File: src/rtl/bgm_player_if.sv
`default_nettype none
// ============================================================================
//  Module   : bgm_player_if
//  Purpose  : Tone-table bus between bgm_player and the external tone ROM.
//             The player drives the beat index; the ROM returns the frequency
//             (Hz) for that index combinationally in the same cycle.
//  Signals  : beat_num  current table index (player -> ROM)
//             tone      frequency in Hz for beat_num (ROM -> player)
//  Modports : master = player side, slave = tone ROM side
//  Revision : 1.0  initial release
// ============================================================================
interface bgm_player_if #(
    parameter int unsigned ADDR_W = 9
);
    logic [ADDR_W-1:0] beat_num;
    logic [31:0]       tone;

    modport master (output beat_num, input  tone);
    modport slave  (input  beat_num, output tone);
endinterface
`default_nettype wire

File: src/rtl/bgm_player.sv
`default_nettype none
// ============================================================================
//  Module   : bgm_player
//  Purpose  : Background-music sequencer plus square-wave tone generator.
//             Steps a beat index through an external tone table at a
//             selectable tempo (play / pause / stop, loop or one-shot) and
//             turns each table frequency into a clock-divided square wave.
//  Ports    : clk        system clock, rising edge
//             rst_n      asynchronous active-low reset
//             play       level: 1 = run, 0 = pause
//             stop       rewind to index 0 and mute, overrides play
//             loop_en    1 = wrap after LEN-1, 0 = one-shot
//             tempo_sel  tick period = TICK_DIV >> tempo_sel (3 acts as 2)
//             tbl_bus    tone-table bus (beat_num out, tone in)
//             audio      square-wave output
//             playing    high while the sequencer is in PLAY
//             done       one-cycle pulse on one-shot completion
//  Revision : 1.0  initial release
// ============================================================================
module bgm_player #(
    parameter int unsigned CLK_FREQ  = 100_000_000,
    parameter int unsigned TICK_DIV  = 12_500_000,
    parameter int unsigned LEN       = 416,
    parameter int unsigned ADDR_W    = 9,
    parameter int unsigned SILENT_HZ = 20000
) (
    input  wire              clk,
    input  wire              rst_n,
    input  wire              play,
    input  wire              stop,
    input  wire              loop_en,
    input  wire  [1:0]       tempo_sel,
    bgm_player_if.master     tbl_bus,
    output logic             audio,
    output logic             playing,
    output logic             done
);

    localparam logic [ADDR_W-1:0] c_last_beat = ADDR_W'(LEN - 1);
    localparam logic [31:0]       c_clk_freq  = 32'(CLK_FREQ);
    localparam logic [31:0]       c_silent_hz = 32'(SILENT_HZ);

    // ------------------------------------------------------------------------
    // Sequencer
    // ------------------------------------------------------------------------
    typedef enum logic [1:0] {
        SEQ_STOP  = 2'd0,
        SEQ_PLAY  = 2'd1,
        SEQ_PAUSE = 2'd2,
        SEQ_DONE  = 2'd3
    } seq_t;

    seq_t              r_seq, w_seq_nxt;
    logic [ADDR_W-1:0] r_beat, w_beat_nxt;
    logic [31:0]       r_tick, w_tick_nxt;
    logic              r_done, w_done_nxt;

    logic [1:0]  w_shift;
    logic [31:0] w_limit;
    logic        w_tick_term;

    assign w_shift = (tempo_sel == 2'd3) ? 2'd2 : tempo_sel;
    assign w_limit = 32'(TICK_DIV) >> w_shift;
    // '>=' rather than '==' so a tempo speed-up that leaves the counter past
    // the new limit still wraps on the following cycle.
    assign w_tick_term = (w_limit <= 32'd1) || (r_tick >= (w_limit - 32'd1));

    always_comb begin
        w_seq_nxt  = r_seq;
        w_beat_nxt = r_beat;
        w_tick_nxt = r_tick;
        w_done_nxt = 1'b0;
        if (stop) begin
            w_seq_nxt  = SEQ_STOP;
            w_beat_nxt = '0;
            w_tick_nxt = '0;
        end else begin
            case (r_seq)
                SEQ_STOP, SEQ_PAUSE: begin
                    if (play) w_seq_nxt = SEQ_PLAY;
                end
                SEQ_PLAY: begin
                    if (!play) begin
                        w_seq_nxt = SEQ_PAUSE;
                    end else if (w_tick_term) begin
                        w_tick_nxt = '0;
                        if (r_beat == c_last_beat) begin
                            if (loop_en) begin
                                w_beat_nxt = '0;
                            end else begin
                                w_seq_nxt  = SEQ_DONE;
                                w_done_nxt = 1'b1;
                            end
                        end else begin
                            w_beat_nxt = r_beat + ADDR_W'(1);
                        end
                    end else begin
                        w_tick_nxt = r_tick + 32'd1;
                    end
                end
                default: ; // SEQ_DONE: only stop leaves
            endcase
        end
    end

    always_ff @(posedge clk or negedge rst_n) begin
        if (!rst_n) begin
            r_seq  <= SEQ_STOP;
            r_beat <= '0;
            r_tick <= '0;
            r_done <= 1'b0;
        end else begin
            r_seq  <= w_seq_nxt;
            r_beat <= w_beat_nxt;
            r_tick <= w_tick_nxt;
            r_done <= w_done_nxt;
        end
    end

    // ------------------------------------------------------------------------
    // Tone generator
    // ------------------------------------------------------------------------
    typedef enum logic [1:0] {
        TN_SILENT = 2'd0,
        TN_CALC   = 2'd1,
        TN_SQUARE = 2'd2
    } tone_t;

    tone_t       r_tst, w_tst_nxt;
    logic [31:0] r_tone_cur, w_tone_cur_nxt;
    logic [5:0]  r_cnt, w_cnt_nxt;
    logic [32:0] r_rem, w_rem_nxt;
    logic [31:0] r_quo, w_quo_nxt;
    logic [32:0] r_dvs, w_dvs_nxt;
    logic [31:0] r_half, w_half_nxt;
    logic [31:0] r_per, w_per_nxt;
    logic        r_aud, w_aud_nxt;

    logic        w_run;
    logic        w_tone_silent;
    logic [33:0] w_shl;
    logic        w_ge;
    logic [32:0] w_rem_it;
    logic [31:0] w_quo_it;

    assign w_run         = (r_seq == SEQ_PLAY);
    assign w_tone_silent = (tbl_bus.tone == 32'd0) || (tbl_bus.tone >= c_silent_hz);

    // One restoring-division step: shift the next dividend bit (kept in the
    // top of r_quo) into the partial remainder and subtract if it fits.
    assign w_shl    = {r_rem, r_quo[31]};
    assign w_ge     = (w_shl >= {1'b0, r_dvs});
    assign w_rem_it = w_ge ? 33'(w_shl - {1'b0, r_dvs}) : w_shl[32:0];
    assign w_quo_it = {r_quo[30:0], w_ge};

    always_comb begin
        w_tst_nxt      = r_tst;
        w_tone_cur_nxt = r_tone_cur;
        w_cnt_nxt      = r_cnt;
        w_rem_nxt      = r_rem;
        w_quo_nxt      = r_quo;
        w_dvs_nxt      = r_dvs;
        w_half_nxt     = r_half;
        w_per_nxt      = r_per;
        w_aud_nxt      = r_aud;
        if (!w_run) begin
            // Clearing tone_cur forces a fresh divide when playback resumes.
            w_tst_nxt      = TN_SILENT;
            w_tone_cur_nxt = '0;
            w_cnt_nxt      = '0;
            w_per_nxt      = '0;
            w_aud_nxt      = 1'b0;
        end else begin
            case (r_tst)
                TN_CALC: begin
                    w_aud_nxt = 1'b0;
                    if (r_cnt == 6'd0) begin
                        w_rem_nxt = '0;
                        w_quo_nxt = c_clk_freq;
                        w_dvs_nxt = {r_tone_cur, 1'b0};
                        w_cnt_nxt = 6'd1;
                    end else begin
                        w_rem_nxt = w_rem_it;
                        w_quo_nxt = w_quo_it;
                        w_cnt_nxt = r_cnt + 6'd1;
                        if (r_cnt == 6'd32) begin
                            w_half_nxt = w_quo_it;
                            w_per_nxt  = '0;
                            // half == 0 means the tone exceeds CLK_FREQ/2.
                            w_tst_nxt  = (w_quo_it == 32'd0) ? TN_SILENT : TN_SQUARE;
                        end
                    end
                end
                default: begin
                    if (tbl_bus.tone != r_tone_cur) begin
                        w_tone_cur_nxt = tbl_bus.tone;
                        w_cnt_nxt      = '0;
                        w_per_nxt      = '0;
                        w_aud_nxt      = 1'b0;
                        w_tst_nxt      = w_tone_silent ? TN_SILENT : TN_CALC;
                    end else if (r_tst == TN_SQUARE) begin
                        if (r_per == (r_half - 32'd1)) begin
                            w_per_nxt = '0;
                            w_aud_nxt = ~r_aud;
                        end else begin
                            w_per_nxt = r_per + 32'd1;
                        end
                    end else begin
                        w_aud_nxt = 1'b0;
                    end
                end
            endcase
        end
    end

    always_ff @(posedge clk or negedge rst_n) begin
        if (!rst_n) begin
            r_tst      <= TN_SILENT;
            r_tone_cur <= '0;
            r_cnt      <= '0;
            r_rem      <= '0;
            r_quo      <= '0;
            r_dvs      <= '0;
            r_half     <= '0;
            r_per      <= '0;
            r_aud      <= 1'b0;
        end else begin
            r_tst      <= w_tst_nxt;
            r_tone_cur <= w_tone_cur_nxt;
            r_cnt      <= w_cnt_nxt;
            r_rem      <= w_rem_nxt;
            r_quo      <= w_quo_nxt;
            r_dvs      <= w_dvs_nxt;
            r_half     <= w_half_nxt;
            r_per      <= w_per_nxt;
            r_aud      <= w_aud_nxt;
        end
    end

    // Gating with the sequencer state mutes audio in the same cycle playback
    // leaves PLAY (pause, stop, one-shot completion).
    assign audio            = r_aud & w_run;
    assign playing          = w_run;
    assign done             = r_done;
    assign tbl_bus.beat_num = r_beat;

endmodule
`default_nettype wire

File: src/flat_wrapper.sv
// flat-port wrapper written by rule: the top's interface ports become plain ports
module bgm_player_flat 
#(
    parameter int unsigned CLK_FREQ  = 100_000_000,
    parameter int unsigned TICK_DIV  = 12_500_000,
    parameter int unsigned LEN       = 416,
    parameter int unsigned ADDR_W    = 9,
    parameter int unsigned SILENT_HZ = 20000
)
  (clk, rst_n, play, stop, loop_en, tempo_sel, audio, playing, done, tbl_bus_beat_num, tbl_bus_tone);
  bgm_player_if #(.ADDR_W(ADDR_W)) tbl_bus_i ();
  input  wire clk;
  input  wire rst_n;
  input  wire play;
  input  wire stop;
  input  wire loop_en;
  input  wire  [1:0] tempo_sel;
  output logic audio;
  output logic playing;
  output logic done;
  output wire logic [$bits(tbl_bus_i.beat_num)-1:0] tbl_bus_beat_num;
  input wire logic [$bits(tbl_bus_i.tone)-1:0] tbl_bus_tone;
  assign tbl_bus_beat_num = tbl_bus_i.beat_num;
  assign tbl_bus_i.tone = tbl_bus_tone;
  bgm_player #(.CLK_FREQ(CLK_FREQ), .TICK_DIV(TICK_DIV), .LEN(LEN), .ADDR_W(ADDR_W), .SILENT_HZ(SILENT_HZ)) u_core (.clk(clk), .rst_n(rst_n), .play(play), .stop(stop), .loop_en(loop_en), .tempo_sel(tempo_sel), .tbl_bus(tbl_bus_i), .audio(audio), .playing(playing), .done(done));
endmodule
File: config.mk
export PLATFORM = sky130hd
export DESIGN_NAME = bgm_player_flat
export DESIGN_NICKNAME = d
export VERILOG_FILES = /design/src/rtl/bgm_player_if.sv /design/src/rtl/bgm_player.sv /design/src/flat_wrapper.sv
export SDC_FILE = /design/constraint.sdc
export NUM_CORES = 1
export LEC_CHECK = 0
export CORE_MARGIN = 2
export CORE_UTILIZATION = 54
export CTS_CLUSTER_SIZE = 8
export DETAILED_ROUTE_END_ITERATION = 10
export HOLD_SLACK_MARGIN = 0.1
export PLACE_DENSITY = 0.75
export SYNTH_ARGS = -nofsm -noshare
export SYNTH_HDL_FRONTEND = slang
export SYNTH_SLANG_ARGS = --single-unit
File: constraint.sdc
create_clock -name clk -period 7.9 [get_ports clk]
set_clock_uncertainty 0.05 [all_clocks]
set_input_delay 1.58 -clock clk [delete_from_list [all_inputs] [get_ports clk]]
set_output_delay 1.58 -clock clk [all_outputs]
set_load 0.05 [all_outputs]
==> metrics.txt <==
outcome=finished clean; Ys Warns=0; Rows=61; first drt pass iteration count=5; Max clock buf depth=3; vias in the first global route=12800; Setup Viol. Count Final=0; die area=29400 um^2; cells resized by post-CTS repair=0; footprint of the multi-input gates=8380 um^2; fillcell total=2377; GRT overflow=0; core box area=27700 um^2; Max Cap Violations=0; Top FF cell, synth=dfrtp_1; final hold vios=0; slowest stage delay, CP=710 ps; worst path buffer plus inverter count=3; DP Wirelength=26300 um; final worst path period need=4680 ps; Routed Antenna Nets=0; clock latency on the worst-skew pair=500 ps; CTS clk-pin slew, worst paths=50 ps; number of I/O port buffers=50; DRC=0; RSZ-0062 raised after global routing=no; number of synthesized flops with an enable pin=0; Finished Cell Area=16800 um^2; Area Overhead vs Synth=11.1%; routability cong.=0.894; LEAKAGE=0.00802 uW; vias per std cell=6.12; Post-CTS Setup Inserts=0; CTS root buf=clkbuf_16; met1 GRT Util=0.360; initial antenna violation count=0; Pwr Total=2720 uW; grt met3 use=0.0359; synth top area cells=dfrtp_1 41%, nand2_1 7.2%, o21ai_0 4.8%; gr busiest metal=met2; total wire length=37700 um; CP delay by family, top=simple AND/OR/NAND/NOR gates; Startpoint Class=input port; gr usage total=0.267; H-tree depth=2; Async SR Flop Fraction=1.00; # clock sinks=246; total negative slack=0 ps; Reg area=6160 um^2; Nets=1882; CP Capture Type=flop; worst hold-check path type=flop to flop; FMAX=213 MHz; total CTS buffers=36; pin count of the biggest net entering global routing=120; Final period util=0.593; Syn Area/Cell=8.51 um^2; slowest CP cell=nand2_1; post-synthesis sequential area ratio=0.406; Inserted Diodes=0; vias=13300; Worst VDD drop=0.000126 V; Rel. slew slack=0.208; hold buffer count at CTS=0; I/O pin count=51; post-synth design cell area=15200 um^2; die height=172 um; CTS tree=yes; crit-path cells=clkdlybuf4s50_1, or2_2, ha_1, inv_1, o21ai_0, a211oi_1, o41ai_1, a31oi_1, buf_4, nand2_1, nor2_1; type of the worst setup path=input port to flop; worst-path fanout max=29; Post-Synthesis Cells=1782; Final Max Slew Viols=0; Routed WL per cell=17.4 um; layout cell share with drive strength beyond 1=0.0660; Power Dens Cells=161 nW/um^2; CP arrival=4970 ps; share of the synthesized area in the top cell type=0.406; global-route wire length before repair=63900 um; FF+latch count, synth=246; leading area contributor after synthesis=dfrtp_1; Cell variety after synth=73; Initial Utilization=0.547; met2 GRT Util=0.442; Die Width=172 um; DP Area=15900 um^2; DR iter-0 viols=1025; measured slew at the worst slew-check pin=1180 ps; CP Data Required Time=8190 ps
-- flip-flops by register name, indices dropped and copies added (netlist names) --
| signal | flops |
|---|---|
| u_core.r_seq | 2 |
| u_core.r_half | 32 |
| u_core.r_quo | 32 |
| u_core.r_dvs | 32 |
| u_core.r_aud | 1 |
| u_core.r_tone_cur | 32 |
| u_core.r_tst | 2 |
| u_core.r_cnt | 6 |
| u_core.r_per | 32 |
| u_core.tbl_bus.beat_num | 9 |
| u_core.done | 1 |
| u_core.r_rem | 33 |
| u_core.r_tick | 32 |
-- logic make-up after synthesis --
| group | share of synthesized area |
|---|---|
| AND/OR/NAND/NOR | 0.255 |
| AO/OA/AOI/OAI | 0.141 |
| flip-flops | 0.406 |
| buffers and inverters | 0.0439 |
| XOR/XNOR | 0.0716 |
| adder cells (fa/ha/maj) | 0.0459 |
| multiplexers | 0.0364 |
| other | 0.000247 |
-- placed cells by master, fill, tap and decap left out, types with 5 or more instances in the layout --
master,synthesis,final
a2111oi_0,5,5
a211oi_1,11,11
a21o_1,17,16
a21oi_1,47,47
a31oi_1,11,11
and2_1,8,7
and3_1,39,39
buf_4,0,18
clkbuf_16,0,37
clkdlybuf4s50_1,0,49
dfrtp_1,246,246
ha_1,54,54
inv_1,71,71
mux2_2,33,33
mux2i_1,18,18
nand2_1,292,291
nand2b_1,6,6
nand3_1,111,111
nand3b_1,7,7
nand4_1,39,39
nor2_1,101,99
nor3_1,39,39
nor4_1,74,72
nor4_2,3,5
o2111ai_1,5,5
o211ai_1,11,11
o21a_1,8,8
o21ai_0,144,144
o21ai_1,17,17
o21bai_1,5,5
o22ai_1,5,5
o31ai_1,18,18
or2_2,10,10
or3_1,13,13
or4_1,11,11
xnor2_1,56,56
xor2_1,68,68
-- power by group --
part / internal (uW) / switching [uW]
registers: 1270 / 8.79
clock network: 819 / 516
logic: 34.9 / 66.4
total: 2120 / 592
-- stage by stage --
| stage | std cells | utilization | hold WS [ps] | setup slack (ps) |
|---|---|---|---|---|
| 6_report | 2167 | 0.608 | 459 | 3220 |
| 5_1_grt | 2167 | 0.608 | 493 | 2870 |
| 4_1_cts | 2167 | 0.608 | 464 | 3250 |
| 3_5_place_dp | 2128 | 0.574 | 452 | 2740 |
| 3_3_place_gp | 2128 | 0.574 | 446 | 2880 |
| 2_1_floorplan | 1784 | - | 402 | 3690 |
-- layout make-up --
cell class | instances | share of cell area
Timing Repair Buffer | 68 | 0.0380
Multi-Input combinational cell | 1365 | 0.497
Tap cell | 378 | 0.0281
Sequential cell | 246 | 0.365
Clock buffer | 39 | 0.0554
Inverter | 71 | 0.0158
-- per-layer routing --
metal | share of wire | up-vias
met3 | 0.061 | 78
li1 | - | 6366
met2 | 0.47 | 431
met5 | 0 | -
met4 | 0.029 | 0
met1 | 0.45 | 6395
-- path summary, 6_finish.rpt --
check / startpoint / end / slack (ps) / cells after the start
setup / recovery: tempo_sel[1] / u_core.r_tick[17] / 3220 / 11
hold / removal: u_core.r_rem[20] / u_core.r_rem[20] / 460 / 2
setup reg to reg: u_core.r_half[0] / u_core.r_aud / 3370 / 8
hold reg to reg: u_core.r_rem[20] / u_core.r_rem[20] / 460 / 2
max in group asynchronous: rst_n / u_core.r_rem[22] / 5250 / 2
min in group asynchronous: rst_n / u_core.r_per[3] / 1100 / 1
-- synth_stat cells (39+ instances only) --
| library cell | count |
|---|---|
| nand2_1 | 292 |
| a21oi_1 | 47 |
| ha_1 | 54 |
| xnor2_1 | 56 |
| inv_1 | 71 |
| nor2_1 | 101 |
| dfrtp_1 | 246 |
| nor3_1 | 39 |
| and3_1 | 39 |
| nor4_1 | 74 |
| nand4_1 | 39 |
| xor2_1 | 68 |
| clkbuf_1 | 88 |
| o21ai_0 | 144 |
| nand3_1 | 111 |
-- worst register-to-register path: cells and delay by family (launching register included) --
family / cells / cell delay [ps]
AO/OA/AOI/OAI: 2 / 460
XOR/XNOR: 1 / 290
flip-flops: 1 / 460
AND/OR/NAND/NOR: 5 / 3150
No activity file was read; power rests on OpenSTA's default activity.
